==> config.mk <==
export PLATFORM = sky130hd
export DESIGN_NAME = acc_register_bank
export DESIGN_NICKNAME = d
export VERILOG_FILES = /design/src/rtl/acc_pkg.sv /design/src/rtl/sat_adder.sv /design/src/rtl/acc_register_bank.sv
export SDC_FILE = /design/constraint.sdc
export NUM_CORES = 1
export LEC_CHECK = 0
export CAP_MARGIN = 30
export CORE_ASPECT_RATIO = 1.75
export CORE_MARGIN = 2
export CORE_UTILIZATION = 50
export CTS_CLUSTER_DIAMETER = 100
export CTS_CLUSTER_SIZE = 24
export DETAILED_ROUTE_END_ITERATION = 8
export PLACE_DENSITY = 0.87
export SYNTH_ARGS = -nofsm -noshare
export SYNTH_HDL_FRONTEND = slang
export SYNTH_SLANG_ARGS = --single-unit
==> constraint.sdc <==
create_clock -name clk -period 5.2 [get_ports clk]
set_clock_uncertainty 0.2 [all_clocks]
set_input_delay 1.04 -clock clk [delete_from_list [all_inputs] [get_ports clk]]
set_output_delay 1.04 -clock clk [all_outputs]
set_load 0.02 [all_outputs]
==> src/rtl/acc_pkg.sv <==
// acc_pkg: shared definitions for the accumulator register bank.
//   state_e  - two-state frame FSM encoding (COLLECT / HOLD)
//   sat_max  - most positive W-bit signed value, returned in 64 bits
//   sat_min  - most negative W-bit signed value, returned in 64 bits
// Callers slice the low W bits of sat_max/sat_min to get the clamp constants.
package acc_pkg;

    typedef enum logic {
        ST_COLLECT = 1'b0,
        ST_HOLD    = 1'b1
    } state_e;

    function automatic logic signed [63:0] sat_max(input int w);
        return (64'sd1 <<< (w - 1)) - 64'sd1;
    endfunction

    function automatic logic signed [63:0] sat_min(input int w);
        return -(64'sd1 <<< (w - 1));
    endfunction

endpackage

==> src/rtl/sat_adder.sv <==
// sat_adder: combinational W-bit signed adder with overflow detect.
//   a, b  - signed operands
//   sum   - a+b, clamped to MAX/MIN when SAT=1, wrapped modulo 2^W when SAT=0
//   ovf   - signed overflow of a+b, reported in both modes
module sat_adder
    import acc_pkg::*;
#(
    parameter int W   = 21,
    parameter int SAT = 1
) (
    input  logic [W-1:0] a,
    input  logic [W-1:0] b,
    output logic [W-1:0] sum,
    output logic         ovf
);

    localparam logic [63:0]  MAX64 = sat_max(W);
    localparam logic [63:0]  MIN64 = sat_min(W);
    localparam logic [W-1:0] MAX_V = MAX64[W-1:0];
    localparam logic [W-1:0] MIN_V = MIN64[W-1:0];

    logic [W-1:0] raw;

    always_comb begin
        raw = a + b;
        // Overflow only when both operands share a sign and the result flips it.
        ovf = (a[W-1] == b[W-1]) && (raw[W-1] != a[W-1]);
        sum = raw;
        if (SAT != 0 && ovf) begin
            sum = a[W-1] ? MIN_V : MAX_V;
        end
    end

endmodule

==> src/rtl/acc_register_bank.sv <==
// acc_register_bank: CH independent signed accumulators. Each frame is DEPTH
// accepted input beats; the first beat loads, later beats add (saturate or
// wrap). After the last beat the result is held until downstream takes it.
//   clk, rst (async, active-low)  clear (sync frame abort, highest priority)
//   in_valid/in_ready/in_data     - beat input, channel c at [c*W +: W]
//   out_valid/out_ready/out_data  - result frame, same packing
//   ovf                           - per-channel sticky overflow for the frame
module acc_register_bank
    import acc_pkg::*;
#(
    parameter int W     = 21,
    parameter int CH    = 4,
    parameter int DEPTH = 8,
    parameter int SAT   = 1
) (
    input  logic            clk,
    input  logic            rst,
    input  logic            clear,
    input  logic            in_valid,
    output logic            in_ready,
    input  logic [CH*W-1:0] in_data,
    output logic            out_valid,
    input  logic            out_ready,
    output logic [CH*W-1:0] out_data,
    output logic [CH-1:0]   ovf
);

    localparam int          CW   = (DEPTH > 1) ? $clog2(DEPTH) : 1;
    localparam logic [CW-1:0] LAST = CW'(DEPTH - 1);

    state_e                  state_q, state_d;
    logic [CW-1:0]           cnt_q, cnt_d;
    logic [CH-1:0][W-1:0]    acc_q, acc_d;
    logic [CH-1:0]           ovf_q, ovf_d;
    logic [CH-1:0][W-1:0]    sum;
    logic [CH-1:0]           add_ovf;

    for (genvar c = 0; c < CH; c++) begin : g_ch
        sat_adder #(.W(W), .SAT(SAT)) u_add (
            .a   (acc_q[c]),
            .b   (in_data[c*W +: W]),
            .sum (sum[c]),
            .ovf (add_ovf[c])
        );
    end

    // Handshake outputs decode straight from the state flop, so there is no
    // combinational path from in_valid to out_valid.
    assign in_ready  = (state_q == ST_COLLECT);
    assign out_valid = (state_q == ST_HOLD);
    assign out_data  = acc_q;
    assign ovf       = ovf_q;

    always_comb begin
        state_d = state_q;
        cnt_d   = cnt_q;
        acc_d   = acc_q;
        ovf_d   = ovf_q;
        if (clear) begin
            state_d = ST_COLLECT;
            cnt_d   = '0;
            acc_d   = '0;
            ovf_d   = '0;
        end else if (state_q == ST_COLLECT) begin
            if (in_valid) begin
                if (cnt_q == '0) begin
                    acc_d = in_data;
                    ovf_d = '0;
                end else begin
                    acc_d = sum;
                    ovf_d = ovf_q | add_ovf;
                end
                if (cnt_q == LAST) begin
                    cnt_d   = '0;
                    state_d = ST_HOLD;
                end else begin
                    cnt_d = cnt_q + CW'(1);
                end
            end
        end else if (out_ready) begin
            state_d = ST_COLLECT;
        end
    end

    always_ff @(posedge clk or negedge rst) begin
        if (!rst) begin
            state_q <= ST_COLLECT;
            cnt_q   <= '0;
            acc_q   <= '0;
            ovf_q   <= '0;
        end else begin
            state_q <= state_d;
            cnt_q   <= cnt_d;
            acc_q   <= acc_d;
            ovf_q   <= ovf_d;
        end
    end

endmodule

==> metrics.md <==
| Metric | Value |
|---|---|
| Commonest non-fill, non-tap cell in the layout | `clkdlybuf4s50_1` |
| Synth Register Bits | `92` |
| Die area | `0.0173 mm^2` |
| Core area | `0.0159 mm^2` |
| Peak supply drop | `0.000195 V` |
| Hold path cells | `1` |
| FFs w/ async S/R, synth | `100%` |
| Commonest cells after routing, fill and taps aside | `clkdlybuf4s50_1 (176), a21oi_1 (107), nor2_1 (96), dfrtp_1 (92), ha_1 (83)` |
| Setup WS pre-CTS | `0.477 ns` |
| Vias in the first global route | `8529` |
| Min-Delay Endpoint | `ovf[0]` |
| Reg area | `0.00230 mm^2` |
| Post-synth EDFFs | `0` |
| Fmax | `0.228 GHz` |
| Worst Hold Launch | `ovf[0]` |
| Vias | `8291` |
| CP cell instances | `clkdlybuf4s50_1 -> ha_1 -> inv_1 -> fa_1 -> nand2b_1 -> a211o_1 -> a211o_1 -> or4b_4 -> a31oi_4 -> or3_1 -> buf_4 -> nand2_1 -> a221oi_1 -> nor3_1` |
| Clk pwr share | `28.7%` |
| Worst Setup Slack, final | `0.813 ns` |
| Largest family of logic cells by synthesized area | `compound AO/OA/AOI/OAI gates` |
| Hold Path Class | `reg2reg` |
| Final Util | `65.7%` |
| Worst EP required | `5.26 ns` |
| Fraction of final layout cells sized beyond drive strength 1 | `4.72%` |
| Initial antenna violation count | `2` |
| Mapped Nets | `1132` |
| Ys flop type | `dfrtp_1` |
| Startpoint Class | `input port` |
| Critical path type | `in2reg` |
| Filler cells | `1319` |
| Multiplexer share of the synthesized area | `0%` |
| Clock latency on the worst-skew pair | `0.35 ns` |
| Mean Syn Cell Area | `8.47 um^2` |
| Status | `completed` |
| Sw power | `1040 uW` |
| Setup crit end kind | `flip-flop` |
| Worst reg2reg path startpoint | `out_data[42]` |
| Cells after synthesis | `956` |
| Int Pwr | `1850 uW` |
| Library cells used by synthesis | `66` |
| Seq/Total Area, Yosys | `28.4%` |
| H-Tree Depth | `3` |
| Pwr Density | `276 mW/mm^2` |
| Rows | `61` |
| Via density per instance | `6.31` |
| Clk sinks | `92` |
| CTS root buffer | `clkbuf_16` |
| Switching fraction of total power | `35.9%` |
| Inserted Clock Buffers | `9` |
| Post-DP HPWL | `18100 um` |
| Crit-path slowest cell | `or3_1` |
| Area grow syn2layout | `28.8%` |
| Leak | `0.00463 uW` |
| GR Overflow Total | `0` |
| Most frequent CP cell | `a211o_1` |
| Routed wire length | `25000 um` |
| # Max-Cap Violations | `0` |
| PortBufs | `178` |
| DRC | `0` |
| Die X | `100 um` |
| Final setup TNS | `0 ns` |
| CTS tree | `built` |
| Drt first pass iters | `5` |
| Delay of the slowest critical-path stage | `0.57 ns` |
| 1st-iter DRT viols | `374` |
| Crit Reg-Reg Endpoint | `out_data[44]` |
| Critical path data arrival time | `4.45 ns` |
| CP Max Fanout | `15` |
| RSZ-0062 raised after global routing | `no` |
| R2R cell count | `13` |
| GRT Total Usage | `28.5%` |
| Worst-path clk slew | `0.07 ns` |
| Nets@finish | `1295` |
| Combinational Power Share | `41.7%` |
| Synthesized-area fraction occupied by adder cells | `13.8%` |
| Final Hold Viols | `0` |
| Synth Area in Compound Gates | `33.7%` |
| Die H | `172 um` |
| Per-cell routed wire length | `19.0 um` |
| First-pass GRT wire length | `39800 um` |
| Hold_buf cts | `0` |
| Period utilisation layout | `84.4%` |
| R2r setup slk | `1.61 ns` |
| Slew headroom | `32.2%` |
| Multi-input gate area | `0.00556 mm^2` |
| Overall Power | `2880 uW` |
| Worst slew pin tran | `1.02 ns` |
| Layout Cells excl Fill | `1314` |
| Post-CTS Repair Setup Buffers | `0` |
| Yosys warnings | `0` |
| XOR/XNOR Fraction of Synth Area | `6.60%` |
| Pin count of the biggest net entering global routing | `58` |
| Slew Limit Fails | `0` |
| GPL Wtd Cong | `0.918` |
| Antenna viol nets, final | `0` |
| Netlist Area Pre-Place | `0.00810 mm^2` |
| Io pins | `179` |
| Final Critical Period | `4.39 ns` |
| Post-CTS sizing | `0` |
| Post-synthesis simple-gate area fraction | `14.3%` |
| Flop pwr share | `29.5%` |
| Clk buf depth | `2` |
| Initial Utilization | `51.0%` |
| Finish-stage setup viols | `0` |
| Placed cells | `1297` |
[per-stage QoR]
step / hold WS [ns] / area (um^2)
after floorplan: 0.323 / 8100
after CTS: 0.304 / 10400
after detailed placement: 0.288 / 10100
after global placement: 0.273 / 10100
final: 0.304 / 10400
after global routing: 0.333 / 10400
[worst max-delay path by stage]
stage                      from           end  slack, ns  cells past startpoint
CTS                 in_data[42]  out_data[44]       0.82                     14
detailed placement  in_data[42]  out_data[44]       0.48                     14
global placement    in_data[42]  out_data[44]       0.52                     14
global route        in_data[42]  out_data[44]       0.61                     14
floorplan           in_data[42]  out_data[58]       1.38                     12
finish              in_data[42]  out_data[44]       0.81                     14
[layer usage]
layer	wire length (um)	up-vias	GRT usage, %
li1	-	3944	-
met1	9700	4023	31.5
met2	13200	268	52.8
met3	1140	56	3.23
met4	947	0	15.1
met5	0	-	0
[final cells by class]
cell class	count	area share (%)
antenna	2	0.0480
clock buffer	9	2.16
clock inverter	6	1.31
inverter	25	0.899
multi-input combinational	800	53.3
sequential	92	22.1
tap	189	2.27
timing repair buffer	191	17.9
[worst max-delay path: cells and delay by family]
kind,cells,cell delay (ns)
fa+ha+maj,2,0.59
compound gates,4,0.74
simple gates,5,1.25
buf+inv,3,0.82
[sequential cells by signal, summed over array words and instances (netlist names)]
signal / count
ovf: 4
out_data: 84
cnt_q: 3
out_valid: 1
[Yosys cell counts, drive strengths merged, types with 23 or more instances]
cell	instances	area share [%]
a211oi	29	2.7
a21o	33	3.1
a21oi	108	6.7
a221o	26	3.2
a22oi	28	2.7
clkbuf	27	1.3
dfrtp	92	28
ha	83	13
inv	25	1.2
nand2	61	2.9
nor2	98	4.5
nor3	23	1.4
o21ai	82	5.1
xnor2	33	3.6
xor2	28	3.0
[power by group through the flow]
| stage | Combinational, uW | Clock, uW | Sequential [uW] |
|---|---|---|---|
| 2_1_floorplan | 705 | 0 | 934 |
| 3_3_place_gp | 1170 | 0 | 862 |
| 3_5_place_dp | 1190 | 0 | 864 |
| 4_1_cts | 1200 | 834 | 852 |
| 5_1_grt | 1320 | 864 | 861 |
| 6_report | 1200 | 828 | 852 |
[kinds of logic after synthesis]
| kind of cell | Yosys count |
|---|---|
| adder cells (fa/ha/maj) | 87 |
| buffers and inverters | 64 |
| XOR/XNOR | 61 |
| AND/OR/NAND/NOR | 249 |
| flip-flops | 92 |
| AO/OA/AOI/OAI | 403 |
Note: power is estimated with default switching activity, not from simulation.
==> edit (same settings) <==
The parameter `DEPTH` goes from 8 to 4.
--- a/src/rtl/acc_register_bank.sv
+++ b/src/rtl/acc_register_bank.sv
@@ -11,5 +11,5 @@
     parameter int W     = 21,
     parameter int CH    = 4,
-    parameter int DEPTH = 8,
+    parameter int DEPTH = 4,
     parameter int SAT   = 1
 ) (
Check against the original RTL: not equivalent (a bounded check fails within 10 cycles, from zero or initial values and one cycle with rst low).
==> edit against the unedited design <==
Global-route usage rose by 0.47 points; sequential cell count fell by 1; synthesized area fell by 0.22%; cell count fell by 0.23%; non-clock buffer count fell by 1; largest cell class unchanged; highest routed layer unchanged; critical endpoint is now out_data[75]$_DFFE_PN0P_; worst setup slack got worse by 0.14 ns; cell area fell by 0.95%; routed wire length rose by 2.9%; total power fell by 0.80%; largest power group unchanged; count of clock-buffer cells in the layout rose by 3.
==> edit: results (changes against the unedited design) <==
Run status
  • Status: complete, no violations (unchanged)

Worst hold path
  • Worst hold path startpoint: ovf[3]$_DFFE_PN0P_ (was ovf[0]$_DFFE_PN0P_)

Detailed routing
  • Post-Route WL: 25700 µm (was 25000 µm)
  • First DRT Iteration DRCs: 407 (was 374)
  • Vias per inst: 6.46 (was 6.31)

Logic synthesis
  • Synth cell count leaders: 109 x a21oi_1, 91 x dfrtp_1, 88 x nor2_1 (was 107 x a21oi_1, 98 x nor2_1, 92 x dfrtp_1)
  • Async SR Flop Fraction: 100% (unchanged)
  • Synth area leaders: dfrtp_1 28%, ha_1 13%, a21oi_1 6.7% (was dfrtp_1 28%, ha_1 13%, a21oi_1 6.6%)
  • Seq/Total Area, Yosys: 28.2% (was 28.4%)
  • Syn Nets: 1125 (was 1132)

Worst setup path
  • R2R Setup Slk: 1.48 ns (was 1.61 ns)
  • Crit path from: in_data[63] (was in_data[42])
  • Critical Path AT: 4.57 ns (was 4.45 ns)
  • Worst reg2reg path depth: 12 (was 13)
  • Reg-to-Reg Start: out_data[63]$_DFFE_PN0P_ (was out_data[42]$_DFFE_PN0P_)
  • Crit path to: out_data[75]$_DFFE_PN0P_ (was out_data[44]$_DFFE_PN0P_)
  • CP max-delay cell: clkdlybuf4s50_1 (was or3_1)
  • CP delay by family, top: compound AO/OA/AOI/OAI gates (was simple AND/OR/NAND/NOR gates)

Placed design
  • DP HPWL: 19000 µm (was 18100 µm)
  • GP Congestion: 0.944 (was 0.918)

CTS
  • # H-tree levels: 3 (unchanged)
  • Clock Path Buffers: 2 (unchanged)

Pwr
  • Maximum VDD drop: 0.000150 V (was 0.000195 V)
  • Lkg Pwr: 4.59 nW (was 4.63 nW)

Global route
  • Global-route wire length before repair: 39900 µm (was 39800 µm)
  • Largest net degree at the start of global routing: 56 (was 58)
  • Vias in the first global route: 8449 (was 8529)

Final layout
  • Layout cells sized above 1: 4.90% (was 4.72%)
  • Nets: 1292 (was 1295)
  • Fillers: 1350 (was 1319)
  • Antenna cells: 0 (was 2)
  • Finished Layout Cells: 1311 (was 1314)

STA
  • Worst-margin pin slew: 0.971 ns (was 1.02 ns)
-- edit: worst reg2reg max path, delay by kind of cell, from the launching register on --
family                   cells  cell delay [ns]
AO/OA/AOI/OAI                6             1.63
flip-flops                   1             0.38
buffers and inverters        1             0.07
AND/OR/NAND/NOR              3             0.75
adder cells (fa/ha/maj)      2             0.60
-- edit: area by class of cell --
class	count	area [µm²]	area share, %
repair buffers	190	1880	18.2
well taps	189	236	2.29
multi-input cells	794	5530	53.5
clock buffers	12	246	2.38
inverters	31	116	1.13
clock inverters	4	50.0	0.484
flip-flops and latches	91	2280	22.0
-- edit: metrics by stage --
| stage | util, % | instance area, µm² | worst slack (ns) | hold slack, ns | power, mW |
|---|---|---|---|---|---|
| 3_5_place_dp | 63.1 | 10000 | 0.345 | 0.290 | 2.17 |
| 4_1_cts | 65.0 | 10300 | 0.712 | 0.306 | 2.85 |
| 5_1_grt | 65.1 | 10300 | 0.458 | 0.362 | 3.02 |
| 3_3_place_gp | 63.1 | 10000 | 0.508 | 0.294 | 2.14 |
| 6_report | 65.1 | 10300 | 0.675 | 0.308 | 2.86 |
| 2_1_floorplan | - | 8080 | 1.39 | 0.321 | 1.72 |
-- edit: cell families (layout without fill, tap and decap cells) --
| family | count (synthesis) | after routing | share of synthesized area (%) |
|---|---|---|---|
| flip-flops | 91 | 91 | 28.2 |
| buffers and inverters | 65 | 237 | 3.68 |
| XOR/XNOR | 65 | 65 | 7.04 |
| adder cells (fa/ha/maj) | 86 | 86 | 13.7 |
| AO/OA/AOI/OAI | 407 | 407 | 34.1 |
| AND/OR/NAND/NOR | 236 | 236 | 13.3 |
-- edit: per-layer routing --
| layer | GRT usage, % | vias up | share of wire (%) |
|---|---|---|---|
| li1 | - | 3920 | - |
| met1 | 30.7 | 4081 | 36 |
| met2 | 52.8 | 364 | 52 |
| met3 | 3.92 | 109 | 5.8 |
| met4 | 19.4 | 0 | 5.8 |
| met5 | 0 | - | 0 |
-- edit: worst min-delay path by stage --
stage / to / slack, ns / cells past startpoint
detailed placement: ovf[3]$_DFFE_PN0P_ / 0.29 / 2
finish: ovf[3]$_DFFE_PN0P_ / 0.31 / 2
global placement: ovf[3]$_DFFE_PN0P_ / 0.29 / 2
global route: ovf[2]$_DFFE_PN0P_ / 0.36 / 2
CTS: ovf[3]$_DFFE_PN0P_ / 0.31 / 2
floorplan: cnt_q[1]$_DFFE_PN0P_ / 0.32 / 2
-- edit: power by group --
group | switching, mW | internal (mW) | total [mW]
registers | 0.0761 | 0.783 | 0.859
clock network | 0.296 | 0.386 | 0.683
logic | 0.731 | 0.590 | 1.32
total | 1.10 | 1.76 | 2.86
